File: src/rtl/sweep_stim_gen.sv
// Exhaustive / LFSR stimulus sweep with per-vector dwell and response signature.
// Define RESP_MISR_EN for a MISR signature; otherwise a last-response capture.
module sweep_stim_gen #(
   parameter int                STIM_W      = 6,
   parameter int                STEP_CYCLES = 10,
   parameter int                RESP_W      = 3,
   parameter logic [STIM_W-1:0] LFSR_TAPS   = 6'b110000,
   parameter logic [RESP_W-1:0] MISR_POLY   = 3'b011
) (
   input  logic              clk,
   input  logic              rst_n,
   input  logic              start,
   input  logic              abort,
   input  logic              mode,
   input  logic [STIM_W-1:0] seed,
   input  logic [STIM_W:0]   vec_count,
   input  logic [RESP_W-1:0] resp,
   output logic [STIM_W-1:0] stim,
   output logic              stim_valid,
   output logic [STIM_W:0]   vec_idx,
   output logic              busy,
   output logic              done,
   output logic [RESP_W-1:0] signature
);

   localparam logic [1:0] S_IDLE   = 2'd0;
   localparam logic [1:0] S_DWELL  = 2'd1;
   localparam logic [1:0] S_FINISH = 2'd2;

   localparam int CNT_W =
      (STEP_CYCLES > 1) ? $clog2(STEP_CYCLES) : 1;
   localparam logic [CNT_W-1:0] CNT_LAST = CNT_W'(STEP_CYCLES - 1);
   localparam logic [STIM_W:0]  N_FULL   = {1'b1, {STIM_W{1'b0}}};

   logic [1:0]                   r_state;
   logic                         r_mode;
   logic [STIM_W:0]              r_n;
   logic [CNT_W-1:0]             r_cnt;
   logic [STIM_W-1:0]            r_stim;
   logic [STIM_W:0]              r_idx;
   logic [$bits(MISR_POLY)-1:0]  r_sig;

   logic                         w_last;
   logic                         w_end;
   logic [STIM_W-1:0]            w_stim_nxt;
   logic [STIM_W-1:0]            w_seed;
   logic [RESP_W-1:0]            w_sig_nxt;

   assign w_last = (r_cnt == CNT_LAST);
   assign w_end  = (r_idx == r_n - 1'b1);
   assign w_seed = (seed == '0) ?
                   {{(STIM_W-1){1'b0}}, 1'b1} : seed;

   assign w_stim_nxt = r_mode ?
      {r_stim[STIM_W-2:0], ^(r_stim & LFSR_TAPS)} :
      r_stim + 1'b1;

`ifdef RESP_MISR_EN
   assign w_sig_nxt = {r_sig[RESP_W-2:0], 1'b0}
                    ^ (r_sig[RESP_W-1] ? MISR_POLY : '0)
                    ^ resp;
`else
   assign w_sig_nxt = resp;
`endif

   always_ff @(posedge clk or negedge rst_n) begin
      if (!rst_n) begin
         r_state <= S_IDLE;
         r_mode  <= 1'b0;
         r_n     <= '0;
         r_cnt   <= '0;
         r_stim  <= '0;
         r_idx   <= '0;
         r_sig   <= '0;
      end else begin
         case (r_state)
            S_IDLE: begin
               if (start && !abort) begin
                  r_sig  <= '0;
                  r_mode <= mode;
                  r_cnt  <= '0;
                  r_idx  <= '0;
                  // Empty LFSR run: report completion without sweeping
                  if (mode && vec_count == '0) begin
                     r_state <= S_FINISH;
                  end else begin
                     r_state <= S_DWELL;
                     r_n     <= mode ? vec_count : N_FULL;
                     r_stim  <= mode ? w_seed : '0;
                  end
               end
            end
            S_DWELL: begin
               if (abort) begin
                  r_state <= S_IDLE;
                  r_stim  <= '0;
                  r_idx   <= '0;
                  r_cnt   <= '0;
               end else if (w_last) begin
                  r_sig <= w_sig_nxt;
                  r_cnt <= '0;
                  if (w_end) begin
                     r_state <= S_FINISH;
                     r_stim  <= '0;
                     r_idx   <= '0;
                  end else begin
                     r_stim <= w_stim_nxt;
                     r_idx  <= r_idx + 1'b1;
                  end
               end else begin
                  r_cnt <= r_cnt + 1'b1;
               end
            end
            S_FINISH: r_state <= S_IDLE;
            default:  r_state <= S_IDLE;
         endcase
      end
   end

   assign stim       = r_stim;
   assign vec_idx    = r_idx;
   assign busy       = (r_state == S_DWELL);
   assign stim_valid = (r_state == S_DWELL);
   assign done       = (r_state == S_FINISH);
   assign signature  = r_sig;

endmodule

File: config.mk
export PLATFORM = sky130hd
export DESIGN_NAME = sweep_stim_gen
export DESIGN_NICKNAME = d
export VERILOG_FILES = /design/src/rtl/sweep_stim_gen.sv
export SDC_FILE = /design/constraint.sdc
export NUM_CORES = 1
export LEC_CHECK = 0
export BUFFER_PORTS_ARGS = -buffer_cell sky130_fd_sc_hd__clkbuf_2
export CORE_UTILIZATION = 35
export DETAILED_ROUTE_END_ITERATION = 8
export PLACE_DENSITY_LB_ADDON = 0.3
export SLEW_MARGIN = 10
export SYNTH_ARGS = -nofsm -noshare
export SYNTH_HDL_FRONTEND = slang
export SYNTH_SLANG_ARGS = --single-unit
export TNS_END_PERCENT = 20
File: constraint.sdc
create_clock -name clk -period 6.4 [get_ports clk]
set_clock_uncertainty 0.2 [all_clocks]
set_input_delay 0 -clock clk [delete_from_list [all_inputs] [get_ports clk]]
set_output_delay 0 -clock clk [all_outputs]
set_load 0.01 [all_outputs]
### Yosys cells after proc, flatten, opt, wreduce, memory -nomap -nowiden

Index checks and enable logic that the tools add are counted.
W data, S select, Z words.

| cells by class | value |
|---|---|
| add/sub/neg operators | 4 |
| equal/unequal tests | 10 |
| muxes and demuxes | 29 |
| bitwise logic cells | 1 |
| reductions and logical operators | 15 |

Operator list:

| kind | count |
|---|---|
| $mux W6 | 8 |
| $mux W7 | 5 |
| $pmux W7 S2 | 1 |
| $mux W4 | 3 |
| $pmux W6 S2 | 1 |
| $mux W2 | 5 |
| $mux W3 | 3 |
| $reduce_and A3 Y1 | 3 |
| $pmux W4 S2 | 1 |
| $reduce_and A4 Y1 | 2 |
| $add A7 B1 Y7 const B | 1 |
| $eq A7 B7 Y1 | 1 |
| $logic_not A7 Y1 | 1 |
| $sub A7 B1 Y7 const B | 1 |
| $add A6 B1 Y6 const B | 1 |
| $logic_not A6 Y1 | 1 |
| $ne A2 B2 Y1 const B | 3 |
| $ne A3 B2 Y1 const B | 2 |
| $pmux W3 S2 | 1 |
| $reduce_xor A6 Y1 | 1 |
| $add A4 B1 Y4 const B | 1 |
| $eq A4 B4 Y1 const B | 1 |
| $pmux W2 S2 | 1 |
| $reduce_and A2 Y1 | 2 |
| other kinds (8) | 9 |

| word-level totals | value |
|---|---|
| bits in registers | 30 |
| input bits | 21 |
| output and inout port bits | 19 |
| logic and storage cells | 66 |

### Longest topological paths before layout

| logic depth | value |
|---|---|
| depth after elaboration | 6 |
| gate-level depth with buffers | 9 |
| depth with buffers taken out | 8 |

### Least setup slack after synthesis

OpenSTA, ideal clock, no wires.

| timing path | value |
|---|---|
| path type | register -> register |
| from | register r_n[0] |
| to | register r_idx[4] (netlist: vec_idx[4]) |
| setup time | 0.149 ns |
| arrival | 1.865 ns |
| data required time | 6.051 ns |
| path slack | 4.186 ns |
| cell stages (with the launch flop) | 9 |
| buffers on the path | 0 |
| period minus slack after synthesis | 2.214 ns |
| cell sequence | dfrtp_1 -> inv_1 -> ha_1 -> nand2b_1 -> o211a_1 -> o31ai_2 -> nand3_4 -> nand3b_1 -> o311ai_0 |

| between the ends | value |
|---|---|
| longest elaborated chain between the ends | 6 |

RTL lines:

| element | RTL line | source |
|---|---|---|
| start, declared | 37 | `logic [STIM_W:0] r_n;` |
| start signal, assigned | 88 | `r_n <= mode ? vec_count : N_FULL;` |
| $sub A7 B1 Y7 | 50 | `assign w_end = (r_idx == r_n - 1'b1);` |
| $eq A7 B7 Y1 | 50 |  |
| $mux W7 | 102 | `if (w_end) begin` |
| $mux W7 | 99 | `end else if (w_last) begin` |
| $mux W7 | 94 | `if (abort) begin` |
| $pmux W7 S2 | 76 | `case (r_state)` |
| end signal, assigned | 108 | `r_idx <= r_idx + 1'b1;` |
| end, declared | 40 | `logic [STIM_W:0] r_idx;` |

No other way between the ends. The select of a mux whose other input is x is not followed.
A chain may end at the register's enable or synchronous reset.

### Worst setup path in the final report

| timing path | value |
|---|---|
| from | register r_state[0] |
| to | register r_idx[4] (netlist: vec_idx[4]) |

| between the ends | value |
|---|---|
| longest elaborated chain between the ends | 3 |
| elaborated cells on any way between the ends | 7 |
| classes of those cells | eq/ne: 3; mux: 1; reduce/logical: 3 |

RTL lines:

| element | RTL line | source |
|---|---|---|
| start, declared | 35 | `logic [1:0] r_state;` |
| start signal, assigned | 68 | `r_state <= S_IDLE;` |
| start signal, assigned | 85 | `r_state <= S_FINISH;` |
| start signal, assigned | 87 | `r_state <= S_DWELL;` |
| $eq A2 B1 Y1 / $logic_not A2 Y1 (equally long branches) | 76 |  |
| $ne A3 B2 Y1 (no source line) (tied with other cells) | -- |  |
| $reduce_and A3 Y1 (no source line) | -- |  |

Parallel ways exist; a longest one is shown, timed or not.

==> flow_metrics.tcl <==
set metrics [dict create \
    portBuffers 39 \
    cts_root_buffer "clkbuf_8" \
    syn_avg_cell_area_um2 8.82 \
    fp.dieH_um 75.6 \
    track_usage 0.184 \
    vdd_drop_max_v 0.000118 \
    ys.flop_type "dfrtp_1" \
    wirelength_um 4790 \
    syn_to_final_growth_pct 32.4 \
    ant_nets 0 \
    gp_congestion 0.897 \
    finalMaxSlewViolations 0 \
    cts_sinks 30 \
    viasPerCell 5.28 \
    clockBufferDepth 2 \
    p_leak_nw 1.10 \
    synth_edf_count 0 \
    hold_slack_ns 0.0758 \
    multi_input_area_um2 1060 \
    slew_headroom 0.458 \
    setup_tns_ns 0 \
    first_iter_violations 78 \
    grt-ovfl-total 0 \
    min_from "start" \
    synth-warning-count 0 \
    wl_met3_um 163 \
    outcome "finished clean" \
    n_antenna_cell 0 \
    rsz0062_at_grt "no" \
    arrival_ns 2.71 \
    reg2reg_from "r_state[0]" \
    grt_max_degree 31 \
    synth_area_um2 1900 \
    yosys.area.top_type "dfrtp_1" \
    core_um2 5170 \
    synth_common_cells "dfrtp_1 (30), nand2_1 (26), nand3_1 (19), nor2_1 (19), o21ai_0 (18)" \
    hold_path_class "input port to flip-flop" \
    seqCellArea_um2 751 \
    ctsHtreeMaxLevel 2 \
    p_per_area_nw_per_um2 237 \
    yosysMostFrequentCell "dfrtp_1" \
    wl_met1_um 2100 \
    grt_pass1_vias 1663 \
    grt_pass1_wl_um 7800 \
    vias 1858 \
    final_nets 305 \
    endpoint_kind "flip-flop" \
    fillCellCount 500 \
    drc 0 \
    io_pins 40 \
    antenna_found_initial 0 \
    ys_seq_elements 30 \
    dp_hpwl_um 3160 \
    cts_hold_buf 29 \
    drive_above_1_share 0.206 \
    finalHoldViolations 0 \
    route.met2.wl_um 2420 \
    top_layer_used "met4" \
    fin_crit_sh 0.430 \
    setup_viol 0 \
    asyncSetResetFlopFracSynth 1.00 \
    cap_viol_max_count 0 \
    synth_nets 239 \
    tightest_slew_ns 0.811 \
    path_max_fanout 12 \
    crit_type "flip-flop to flip-flop" \
    final.min_clock_period_ns 2.75 \
    synthCells 215 \
    post-cts-setup-buffer-count 0 \
    fin_total_pwr_mw 0.596 \
    row_count 26 \
    cts_made_buffers 5 \
    routedWlPerCell_um 13.6 \
    clock.fmax_mhz 363 \
    critPathRequiredTime_ns 6.35 \
    synth.area.top_cells "dfrtp_1 (40%), nand2_1 (5.1%), nand3_1 (5.0%), o21ai_0 (4.8%), nor2_1 (3.8%)" \
    startpoint "r_state[0]" \
    dieWidth_um 75.6 \
    synth.distinct_cells 42 \
    cp-start-kind "flip-flop" \
    start_util 0.366 \
    drtPass1Iterations 4 \
    die-area_um2 5710 \
    path_clk_slew_ns 0.06 \
    cts_tree "done" \
    cts_resized 0 \
    netlist.area_leader.share 0.396 \
    clk_latency_ns 0.28 \
    ys_seq_area_frac 0.396 \
]
[layout by cell type, fill, tap and decap left out, drive strengths merged, types with 7 or more instances in the layout]
cell type	count
o21ai	18
xnor2	7
clkbuf	46
nand2	26
nand3	20
dfrtp	30
dlygate4sd3	29
o311ai	7
inv	9
a21oi	10
nor2	19
nand4	7
nor2b	8
[area by class of cell]
| class | count | area share |
|---|---|---|
| Clock buffer | 7 | 0.0344 |
| Clock inverter | 1 | 0.00199 |
| Inverter | 9 | 0.0135 |
| Multi-Input combinational cell | 167 | 0.423 |
| Sequential cell | 30 | 0.299 |
| Tap cell | 70 | 0.0349 |
| Timing Repair Buffer | 68 | 0.193 |
[layer usage]
metal	vias to the layer above	track usage
met3	9	0.0370
li1	917	-
met5	-	0
met4	0	0.0700
met1	881	0.232
met2	51	0.312
[final timing paths]
kind | endpoint | slack [ns] | depth (start not counted)
worst max register to register | vec_idx[4] | 3.65 | 4
max in group asynchronous | stim[5] | 5.38 | 2
worst max-delay path | vec_idx[4] | 3.65 | 4
worst min register to register | r_cnt[2] | 0.32 | 1
worst min-delay path | r_state[1] | 0.08 | 4
min in group asynchronous | vec_idx[6] | 0.13 | 2
[logic make-up (layout without fill, tap and decap cells)]
kind of cell	count (synthesis)	after routing	synth area share
xor gates and xnor gates	10	10	0.0462
AOI/OAI and AO/OA	54	54	0.211
buffers and inverters	18	85	0.0442
muxes	2	2	0.0119
DFF	30	30	0.396
and+or+nand+nor	98	98	0.271
adders and majority gates	3	3	0.0198
[worst max-delay path: stages (launching register included)]
cell      delay (ns)
dfrtp_1         0.52
nor2b_1         0.45
nor2b_1         0.72
nand3b_1        0.31
o311ai_0        0.43
[sequential cells by signal, indices dropped and copies added, names as in the netlist]
signal	count
r_n	7
vec_idx	7
stim	6
r_cnt	4
signature	3
r_state	2
r_mode	1
[power breakdown]
| part | switching, mW | internal [mW] | leakage [nW] |
|---|---|---|---|
| logic | 0.0976 | 0.0862 | 0.662 |
| registers | 0.0402 | 0.215 | 0.392 |
| clock network | 0.0703 | 0.0866 | 0.0482 |
| total | 0.208 | 0.388 | 1.10 |
[through the flow]
step / worst slack [ns] / instance area, um^2 / util / cells
floorplan: 4.19 / 1900 / - / 215
global placement: 3.80 / 2130 / 0.411 / 315
detailed placement: 3.70 / 2130 / 0.411 / 315
CTS: 3.69 / 2510 / 0.485 / 352
global route: 3.33 / 2510 / 0.485 / 352
finish: 3.65 / 2510 / 0.485 / 352
No activity file was read; power rests on OpenSTA's default activity.
